**config.mk**
```make
export PLATFORM = sky130hd
export DESIGN_NAME = packet_switch_egress_arbiter_flat
export DESIGN_NICKNAME = d
export VERILOG_FILES = /design/src/rtl/packet_switch_pkg.sv /design/src/rtl/packet_switch_egress_arbiter_if.sv /design/src/rtl/packet_switch_rr_arbiter.sv /design/src/rtl/packet_switch_egress_arbiter.sv /design/src/flat_wrapper.sv
export SDC_FILE = /design/constraint.sdc
export NUM_CORES = 1
export LEC_CHECK = 0
export CAP_MARGIN = 20
export CORE_UTILIZATION = 35
export CTS_CLUSTER_DIAMETER = 80
export DETAILED_ROUTE_END_ITERATION = 16
export PLACE_DENSITY = 0.74
export SYNTH_ARGS = -nofsm -noshare
export SYNTH_HDL_FRONTEND = slang
export SYNTH_SLANG_ARGS = --single-unit
```
**constraint.sdc**
```tcl
create_clock -name clk -period 7.1 [get_ports clk]
set_input_delay 1.775 -clock clk [delete_from_list [all_inputs] [get_ports clk]]
set_output_delay 1.775 -clock clk [all_outputs]
set_load 0.005 [all_outputs]
```
**src/rtl/packet_switch_pkg.sv**
```systemverilog
// Shared definitions for the packet switch: scheduler state encoding,
// statistics counter width and default stream geometry.
package packet_switch_pkg;

    localparam int DEF_N_PORTS    = 4;
    localparam int DEF_DATA_WIDTH = 16;
    localparam int DEF_IDX_WIDTH  = 2;
    localparam int PKT_CTR_WIDTH  = 16;

    typedef enum logic [1:0] {
        IDLE  = 2'd0,
        XFER  = 2'd1,
        TERM  = 2'd2,
        FLUSH = 2'd3
    } arb_state_t;

endpackage

```
**src/rtl/packet_switch_egress_arbiter_if.sv**
```systemverilog
// Stream bundle between the ingress filters, one egress arbiter and its
// egress port. The arbiter sits on the slave side.
interface packet_switch_egress_arbiter_if
    import packet_switch_pkg::*;
#(
    parameter int N_PORTS    = DEF_N_PORTS,
    parameter int DATA_WIDTH = DEF_DATA_WIDTH,
    parameter int IDX_WIDTH  = DEF_IDX_WIDTH
) ();

    logic [N_PORTS*DATA_WIDTH-1:0] in_tdata;
    logic [N_PORTS-1:0]            in_tvalid;
    logic [N_PORTS-1:0]            in_tlast;
    logic [N_PORTS*IDX_WIDTH-1:0]  in_tdest;
    logic [N_PORTS-1:0]            in_tready;
    logic [DATA_WIDTH-1:0]         out_tdata;
    logic                          out_tvalid;
    logic                          out_tlast;
    logic                          out_tready;

    modport master (
        output in_tdata, in_tvalid, in_tlast, in_tdest, out_tready,
        input  in_tready, out_tdata, out_tvalid, out_tlast
    );

    modport slave (
        input  in_tdata, in_tvalid, in_tlast, in_tdest, out_tready,
        output in_tready, out_tdata, out_tvalid, out_tlast
    );

endinterface

```
**src/rtl/packet_switch_rr_arbiter.sv**
```systemverilog
// Combinational rotate-priority select: first requester strictly after
// last_grant, wrapping modulo N_PORTS.
module packet_switch_rr_arbiter
    import packet_switch_pkg::*;
#(
    parameter int N_PORTS   = DEF_N_PORTS,
    parameter int IDX_WIDTH = DEF_IDX_WIDTH
) (
    input  logic [N_PORTS-1:0]   req,
    input  logic [IDX_WIDTH-1:0] last_grant,
    output logic                 any,
    output logic [IDX_WIDTH-1:0] idx
);

    logic [IDX_WIDTH-1:0] cand_s;

    // Scan from the farthest candidate back to the nearest so the nearest wins.
    always_comb begin
        any    = 1'b0;
        idx    = {IDX_WIDTH{1'b0}};
        cand_s = {IDX_WIDTH{1'b0}};
        for (int off = N_PORTS; off > 0; off--) begin
            cand_s = IDX_WIDTH'((int'(last_grant) + off) % N_PORTS);
            if (req[cand_s]) begin
                any = 1'b1;
                idx = cand_s;
            end else begin
                any = any;
                idx = idx;
            end
        end
    end

endmodule

```
**src/rtl/packet_switch_egress_arbiter.sv**
```systemverilog
// Per-egress-port frame scheduler: round-robin frame grant, zero-latency
// pass-through, and stall timeout that terminates and flushes dead frames.
module packet_switch_egress_arbiter
    import packet_switch_pkg::*;
#(
    parameter int N_PORTS           = DEF_N_PORTS,
    parameter int DATA_WIDTH        = DEF_DATA_WIDTH,
    parameter int IDX_WIDTH         = DEF_IDX_WIDTH,
    parameter int PORT_ID           = 0,
    parameter int TIMEOUT_CTR_WIDTH = 9
) (
    input  logic                         clk,
    input  logic                         reset_n,
    packet_switch_egress_arbiter_if.slave bus,
    output logic                         grant_valid,
    output logic [IDX_WIDTH-1:0]         grant_idx,
    output logic [PKT_CTR_WIDTH-1:0]     frames_fwd,
    output logic [PKT_CTR_WIDTH-1:0]     frames_abort,
    output logic                         timeout_evt
);

    arb_state_t                   state_r, state_nx_s;
    logic [N_PORTS-1:0]           req_s;
    logic                         rr_any_s;
    logic [IDX_WIDTH-1:0]         rr_idx_s;
    logic [IDX_WIDTH-1:0]         grant_r, last_grant_r;
    logic                         grant_valid_r, timeout_evt_r;
    logic [TIMEOUT_CTR_WIDTH-1:0] stall_r;
    logic [PKT_CTR_WIDTH-1:0]     fwd_r, abort_r;
    logic [N_PORTS-1:0]           grant_oh_s;
    logic [DATA_WIDTH-1:0]        g_tdata_s;
    logic                         g_tvalid_s, g_tlast_s;
    logic                         beat_s, stall_max_s;
    logic [N_PORTS-1:0]           in_tready_s;
    logic [DATA_WIDTH-1:0]        out_tdata_s;
    logic                         out_tvalid_s, out_tlast_s;

    // Requests, and the ingress stream selected by the current grant.
    always_comb begin
        req_s      = {N_PORTS{1'b0}};
        grant_oh_s = {N_PORTS{1'b0}};
        g_tdata_s  = {DATA_WIDTH{1'b0}};
        g_tvalid_s = 1'b0;
        g_tlast_s  = 1'b0;
        for (int i = 0; i < N_PORTS; i++) begin
            req_s[i] = bus.in_tvalid[i] &&
                       (bus.in_tdest[i*IDX_WIDTH +: IDX_WIDTH] == IDX_WIDTH'(PORT_ID));
            if (grant_r == IDX_WIDTH'(i)) begin
                grant_oh_s[i] = 1'b1;
                g_tdata_s     = bus.in_tdata[i*DATA_WIDTH +: DATA_WIDTH];
                g_tvalid_s    = bus.in_tvalid[i];
                g_tlast_s     = bus.in_tlast[i];
            end else begin
                grant_oh_s[i] = 1'b0;
            end
        end
    end

    packet_switch_rr_arbiter #(
        .N_PORTS   (N_PORTS),
        .IDX_WIDTH (IDX_WIDTH)
    ) u_rr (
        .req        (req_s),
        .last_grant (last_grant_r),
        .any        (rr_any_s),
        .idx        (rr_idx_s)
    );

    assign beat_s      = (state_r == XFER) && g_tvalid_s && bus.out_tready;
    assign stall_max_s = &stall_r;

    // State register.
    always_ff @(posedge clk or negedge reset_n) begin
        if (!reset_n) begin
            state_r <= IDLE;
        end else begin
            state_r <= state_nx_s;
        end
    end

    // Next-state logic; a transferring beat always wins over the timeout.
    always_comb begin
        state_nx_s = state_r;
        case (state_r)
            IDLE: begin
                if (rr_any_s) state_nx_s = XFER;
                else          state_nx_s = IDLE;
            end
            XFER: begin
                if (beat_s && g_tlast_s)         state_nx_s = IDLE;
                else if (!beat_s && stall_max_s) state_nx_s = TERM;
                else                             state_nx_s = XFER;
            end
            TERM: begin
                if (bus.out_tready) state_nx_s = FLUSH;
                else                state_nx_s = TERM;
            end
            FLUSH: begin
                if (g_tvalid_s && g_tlast_s) state_nx_s = IDLE;
                else                         state_nx_s = FLUSH;
            end
            default: state_nx_s = IDLE;
        endcase
    end

    // Stream outputs: pass-through in XFER, synthetic last beat in TERM, sink in FLUSH.
    always_comb begin
        in_tready_s  = {N_PORTS{1'b0}};
        out_tdata_s  = {DATA_WIDTH{1'b0}};
        out_tvalid_s = 1'b0;
        out_tlast_s  = 1'b0;
        case (state_r)
            IDLE: begin
                in_tready_s = {N_PORTS{1'b0}};
            end
            XFER: begin
                out_tdata_s  = g_tdata_s;
                out_tvalid_s = g_tvalid_s;
                out_tlast_s  = g_tlast_s;
                in_tready_s  = grant_oh_s & {N_PORTS{bus.out_tready}};
            end
            TERM: begin
                out_tvalid_s = 1'b1;
                out_tlast_s  = 1'b1;
            end
            FLUSH: begin
                in_tready_s = grant_oh_s;
            end
            default: begin
                in_tready_s = {N_PORTS{1'b0}};
            end
        endcase
    end

    // Grant bookkeeping, stall counter and frame statistics.
    always_ff @(posedge clk or negedge reset_n) begin
        if (!reset_n) begin
            grant_r       <= {IDX_WIDTH{1'b0}};
            last_grant_r  <= IDX_WIDTH'(N_PORTS - 1);
            grant_valid_r <= 1'b0;
            timeout_evt_r <= 1'b0;
            stall_r       <= {TIMEOUT_CTR_WIDTH{1'b0}};
            fwd_r         <= {PKT_CTR_WIDTH{1'b0}};
            abort_r       <= {PKT_CTR_WIDTH{1'b0}};
        end else begin
            grant_valid_r <= (state_nx_s != IDLE);
            timeout_evt_r <= (state_r == XFER) && (state_nx_s == TERM);
            case (state_r)
                IDLE: begin
                    if (rr_any_s) begin
                        grant_r <= rr_idx_s;
                        stall_r <= {TIMEOUT_CTR_WIDTH{1'b0}};
                    end
                end
                XFER: begin
                    if (beat_s) begin
                        stall_r <= {TIMEOUT_CTR_WIDTH{1'b0}};
                        if (g_tlast_s) begin
                            fwd_r        <= fwd_r + PKT_CTR_WIDTH'(1);
                            last_grant_r <= grant_r;
                        end
                    end else if (!g_tvalid_s) begin
                        stall_r <= stall_r + TIMEOUT_CTR_WIDTH'(1);
                    end
                end
                TERM: begin
                    if (bus.out_tready) begin
                        abort_r <= abort_r + PKT_CTR_WIDTH'(1);
                    end
                end
                FLUSH: begin
                    if (g_tvalid_s && g_tlast_s) begin
                        last_grant_r <= grant_r;
                    end
                end
                default: begin
                    stall_r <= {TIMEOUT_CTR_WIDTH{1'b0}};
                end
            endcase
        end
    end

    assign bus.in_tready  = in_tready_s;
    assign bus.out_tdata  = out_tdata_s;
    assign bus.out_tvalid = out_tvalid_s;
    assign bus.out_tlast  = out_tlast_s;
    assign grant_valid    = grant_valid_r;
    assign grant_idx      = grant_r;
    assign frames_fwd     = fwd_r;
    assign frames_abort   = abort_r;
    assign timeout_evt    = timeout_evt_r;

endmodule

```
**src/flat_wrapper.sv**
```systemverilog
// flat-port wrapper written by rule: the top's interface ports become plain ports
module packet_switch_egress_arbiter_flat import packet_switch_pkg::*;
#(
    parameter int N_PORTS           = DEF_N_PORTS,
    parameter int DATA_WIDTH        = DEF_DATA_WIDTH,
    parameter int IDX_WIDTH         = DEF_IDX_WIDTH,
    parameter int PORT_ID           = 0,
    parameter int TIMEOUT_CTR_WIDTH = 9
)
  (clk, reset_n, grant_valid, grant_idx, frames_fwd, frames_abort, timeout_evt, bus_in_tdata, bus_in_tvalid, bus_in_tlast, bus_in_tdest, bus_out_tready, bus_in_tready, bus_out_tdata, bus_out_tvalid, bus_out_tlast);
  packet_switch_egress_arbiter_if #(.N_PORTS(N_PORTS), .DATA_WIDTH(DATA_WIDTH), .IDX_WIDTH(IDX_WIDTH)) bus_i ();
  input  logic clk;
  input  logic reset_n;
  output logic grant_valid;
  output logic [IDX_WIDTH-1:0] grant_idx;
  output logic [PKT_CTR_WIDTH-1:0] frames_fwd;
  output logic [PKT_CTR_WIDTH-1:0] frames_abort;
  output logic timeout_evt;
  input wire logic [$bits(bus_i.in_tdata)-1:0] bus_in_tdata;
  input wire logic [$bits(bus_i.in_tvalid)-1:0] bus_in_tvalid;
  input wire logic [$bits(bus_i.in_tlast)-1:0] bus_in_tlast;
  input wire logic [$bits(bus_i.in_tdest)-1:0] bus_in_tdest;
  input wire logic [$bits(bus_i.out_tready)-1:0] bus_out_tready;
  output wire logic [$bits(bus_i.in_tready)-1:0] bus_in_tready;
  output wire logic [$bits(bus_i.out_tdata)-1:0] bus_out_tdata;
  output wire logic [$bits(bus_i.out_tvalid)-1:0] bus_out_tvalid;
  output wire logic [$bits(bus_i.out_tlast)-1:0] bus_out_tlast;
  assign bus_i.in_tdata = bus_in_tdata;
  assign bus_i.in_tvalid = bus_in_tvalid;
  assign bus_i.in_tlast = bus_in_tlast;
  assign bus_i.in_tdest = bus_in_tdest;
  assign bus_i.out_tready = bus_out_tready;
  assign bus_in_tready = bus_i.in_tready;
  assign bus_out_tdata = bus_i.out_tdata;
  assign bus_out_tvalid = bus_i.out_tvalid;
  assign bus_out_tlast = bus_i.out_tlast;
  packet_switch_egress_arbiter #(.N_PORTS(N_PORTS), .DATA_WIDTH(DATA_WIDTH), .IDX_WIDTH(IDX_WIDTH), .PORT_ID(PORT_ID), .TIMEOUT_CTR_WIDTH(TIMEOUT_CTR_WIDTH)) u_core (.clk(clk), .reset_n(reset_n), .bus(bus_i), .grant_valid(grant_valid), .grant_idx(grant_idx), .frames_fwd(frames_fwd), .frames_abort(frames_abort), .timeout_evt(timeout_evt));
endmodule
```
Word-level counts from Yosys, hierarchy flattened. Index checks and enable logic that the tools add are counted.

Magnitude comparators: 4. Equal/unequal tests: 12. Bitwise logic cells: 1. Reduce and logical (&&, ||, !) cells: 26. Mux-type cells: 50. Add/subtract/negate cells: 7.

Operators with widths (count): two-way mux 16 bit (5); adder 16 x 1 -> 16 bit, second input constant (2); two-way mux 9 bit (3); two-way mux 1 bit (22); two-way mux 2 bit (10); one-hot mux 9 bit (2 select lines) (1); logical NOT 2 bit (6); less-than comparator 2 x 3 -> 1 bit, second input constant (4); == test 2 bit, second input constant (5); logical AND 1 bit (10); adder 9 x 1 -> 9 bit, second input constant (1); AND reduction 9 bit (1); binary-select mux 1 bit (select 2 bit) (4); != test 2 x 1 -> 1 bit, second input constant (4); one-hot mux 2 bit (4 select lines) (1); one-hot mux 4 bit (2 select lines) (1); AND reduction 3 bit (2); nonzero test 2 bit (3); adder 2 x 1 -> 2 bit, second input constant (2); adder 2 bit, second input constant (2); AND 4 bit (1); == test 2 x 1 -> 1 bit, second input constant (2); one-hot mux 1 bit (2 select lines) (2); one-hot mux 2 bit (2 select lines) (1); 4 further kinds (5).

Register bits: 49.

Logic depth before layout (Yosys ltp).
Depth in word-level cells: 14. Mapped depth: 8. Gate-level depth less buffers: 8.

Cells and area by module. Synthesis repeated with hierarchy kept, for this count alone.

Cell total of the unflattened synthesis: 293. Area total of the unflattened synthesis: 3169.3 sq um.

Modules (own cells, without submodules): packet_switch_egress_arbiter (times used 1, area each 3078.0 sq um, cells each 279); packet_switch_rr_arbiter (times used 1, area each 91.3 sq um, cells each 14).

Least setup slack after synthesis. Ideal clock, no wire load.

Kind: input -> output. Start: input bus_in_tlast[3]. End: output bus_out_tlast. Stages on the path: 3. Data required time: 5.325 ns. Buffers on the path: 0. Path slack: 2.871 ns. Data arrival time: 2.454 ns. Cells stage by stage: mux4_2 a21oi_1 nor2b_1.

Longest elaborated chain between the ends: 2.

Ends and longest elaborated chain: start, declared (line flat_wrapper.sv:21) `input wire logic [$bits(bus_i.in_tlast)-1:0] bus_in_tlast;`; two-way mux 1 bit (line packet_switch_egress_arbiter.sv:48) `if (grant_r == IDX_WIDTH'(i)) begin`; one-hot mux 1 bit (2 select lines) (line packet_switch_egress_arbiter.sv:112) `case (state_r)`; end, declared (line flat_wrapper.sv:27) `output wire logic [$bits(bus_i.out_tlast)-1:0] bus_out_tlast;`.

Every way passes these cells.

Worst setup path after layout.
Start: input bus_in_tvalid[1]. End: output bus_out_tvalid.

Longest elaborated chain between the ends: 4.

Ends and longest elaborated chain: start, declared (line flat_wrapper.sv:20) `input wire logic [$bits(bus_i.in_tvalid)-1:0] bus_in_tvalid;`; two-way mux 1 bit (3 in a row) (line packet_switch_egress_arbiter.sv:48); one-hot mux 1 bit (2 select lines) (line packet_switch_egress_arbiter.sv:112); end, declared (line flat_wrapper.sv:26) `output wire logic [$bits(bus_i.out_tvalid)-1:0] bus_out_tvalid;`.

Every way passes these cells.

==> key figures <==
Global routing
  • Vias in the first global route: 2748
  • Congestion Overflow GR: 0
  • Largest net degree at the start of global routing: 50
  • Initial antenna violation count: 0
  • GRT Overall Usage: 19.5%
  • First-pass GRT wire length: 13600 um

Floorplanning
  • Die height: 95.4 um
  • I/O pin count: 141
  • Core ar.: 0.00834 mm^2
  • Die width: 95.4 um
  • Die area: 0.00910 mm^2
  • # rows: 33
  • Starting Density: 36.6%

Synth
  • Synth cell types: 43
  • Post-synthesis register bit count: 49
  • Syn Inst Count: 297
  • Area contributors post-synth: dfrtp_1 39%, mux4_2 13%, xnor2_1 6.3%
  • Syn_nets: 388
  • Post-synth EDFFs: 0
  • FFs w/ async S/R, synth: 100%
  • Mapped cell area: 0.00305 mm^2
  • Most common cell in the netlist: dfrtp_1
  • Top cell type's share of synthesized area: 38.5%
  • Syn Area/Cell: 10.3 um^2
  • Yosys Warn Count: 0
  • Sequential share of the synthesized area: 40.2%
  • Synth area leader: dfrtp_1
  • Synth top cells by count: 47 x dfrtp_1, 29 x nand2_1, 22 x nor2_1, 22 x xnor2_1, 18 x mux4_2
  • Synth Flop Type: dfrtp_1

Critical path
  • CP Depth: 5
  • CP top delay family: buffers and inverters
  • CP Buf/Inv Count: 2
  • Crit Path Class: in -> out
  • Most used cell, CP: clkdlybuf4s50_1
  • Max Fanout on Critical Path: 4
  • Crit-path max cell delay: 530 ps
  • CP required: 5330 ps
  • Reg2reg path depth: 5
  • WP data arrival: 3500 ps
  • CP Cell Sequence: clkdlybuf4s50_1 -> mux4_2 -> a21oi_1 -> nor2b_1 -> clkdlybuf4s50_1
  • Critical path launch point type: input pin
  • Critical-path top delay cell: mux4_2
  • CP Capture Type: output pin

Layout
  • Layout cell share with drive strength beyond 1: 8.76%
  • Area of the multi-input gates: 0.00172 mm^2
  • Seq. cell area: 0.00123 mm^2
  • P&R area growth vs syn: 51.8%
  • Fillers: 740
  • Final instance area: 0.00463 mm^2
  • # diodes: 0
  • Final #Nets: 524

Routing
  • Via Count: 2757
  • DRC: 0
  • Wirelength, routed: 8370 um
  • Final ANT Viol Nets: 0
  • Drt pass-1 iters: 4
  • Post-DR wirelength/cell: 15.5 um
  • Vias per cell: 5.12
  • Iteration-0 DRC Markers: 134

STA
  • Clk_skew: 6.10 ps
  • Final Cycle Share: 74.2%
  • Hold slack: 476 ps
  • Endpoints failing setup: 0
  • TNS Setup: 0 ps
  • Slew HR: 33.8%
  • RSZ-0062 raised after global routing: no
  • Max Clk Rate: 190 MHz
  • Slew Limit Fails: 0
  • Slew @ Worst Pin: 993 ps
  • Setup ws final: 1830 ps
  • Final Hold Viols: 0
  • Clock period minus worst slack: 5270 ps

Clock network
  • Post-CTS Resized: 0
  • Clk buf depth: 2
  • CTS sink cnt: 49
  • Post-CTS setup buffer count: 0
  • Cts bufs inserted: 5
  • Clock Latency Late Sink: 300 ps
  • H-tree Lvls: 2
  • Root Buffer: clkbuf_8
  • Reg clk slew, reported paths: 90 ps
  • Cts hold-fix bufs: 0
  • TritonCTS clock tree: built

Place
  • Dpl ws: 1830 ps
  • HPWL after detailed placement: 6700 um
  • Port Buffer Count: 140
  • DP Area: 0.00453 mm^2
  • Gp weighted congestion: 0.837

Pwr
  • Static leakage: 1.86 nW
  • Peak supply drop: 0.127 mV
  • Power density over cell area: 229 mW/mm^2
  • Total Power: 1.06 mW

Status
  • Outcome: complete, no violations

Flow run
  • MaxCap Viol Count: 0

Worst hold path
  • Hold WC Path Type: reg -> reg
  • Hold Path Cell Cnt: 1
## report_power, final
| part | switching (mW) | internal [mW] |
|---|---|---|
| logic | 0.208 | 0.313 |
| clock network | 0.0953 | 0.0696 |
| registers | 0.0611 | 0.316 |
| total | 0.365 | 0.698 |
## metal layers
metal	up-vias	GRT usage, %	part of all wire [%]
met5	-	0	0
met4	0	4.73	1.4
met3	10	3.51	3.9
met2	74	33.5	51
met1	1350	25.3	44
li1	1323	-	-
## sequential cells by signal, indices dropped and copies added (netlist names)
register and count:
u_core.last_grant_r 2, u_core.timeout_evt 1, u_core.frames_fwd 16, u_core.frames_abort 16
u_core.state_r 2, u_core.grant_idx 2, u_core.stall_r 9, u_core.grant_valid 1
## final cells by class
class	count	area share, %
flip-flops and latches	49	26.5
multi-input cells	223	37.1
clock buffers	6	1.57
repair buffers	142	30.7
well taps	105	2.83
clock inverters	2	0.324
inverters	12	0.972
## placed cells by master (no fill, tap or decap), types with 9 or more instances in the layout
| master | Yosys | final |
|---|---|---|
| nand3_1 | 9 | 9 |
| o21ai_1 | 10 | 10 |
| mux4_2 | 18 | 18 |
| inv_1 | 12 | 12 |
| dfrtp_1 | 47 | 47 |
| clkdlybuf4s50_1 | 0 | 139 |
| nand4_1 | 10 | 10 |
| nor2_1 | 22 | 22 |
| nand2_1 | 29 | 29 |
| xnor2_1 | 22 | 22 |
| and2_1 | 16 | 16 |
## cell families (layout without fill, tap and decap cells)
family                   Yosys count  count (layout)  share of synthesized area (%)
AND/OR/NAND/NOR                  122             122                           20.7
flip-flops                        49              49                           40.2
AO/OA/AOI/OAI                     41              41                           9.06
XOR/XNOR                          30              30                           8.61
buffers and inverters             25             162                           3.48
multiplexers                      22              22                           14.7
adder cells (fa/ha/maj)            8               8                           3.28
## final timing paths
path,start,to,slack (ps)
worst min register to register,u_core.frames_abort[15]$_DFFE_PN0P_,u_core.frames_abort[15]$_DFFE_PN0P_,480
min in group asynchronous,reset_n,u_core.frames_abort[11]$_DFFE_PN0P_,1310
worst min-delay path,u_core.frames_abort[15]$_DFFE_PN0P_,u_core.frames_abort[15]$_DFFE_PN0P_,480
max in group asynchronous,reset_n,u_core.last_grant_r[0]$_DFFE_PN1P_,5260
worst max register to register,u_core.grant_idx[0]$_DFFE_PN0P_,u_core.stall_r[5]$_DFFE_PN0P_,4350
worst max-delay path,bus_in_tvalid[1],bus_out_tvalid,1830
## metrics by stage
step / instances / utilization [%]
6_report: 539 / 55.6
5_1_grt: 539 / 55.6
4_1_cts: 538 / 55.3
3_5_place_dp: 530 / 54.3
3_3_place_gp: 530 / 54.3
2_1_floorplan: 297 / -
No activity file was read; power rests on OpenSTA's default activity.
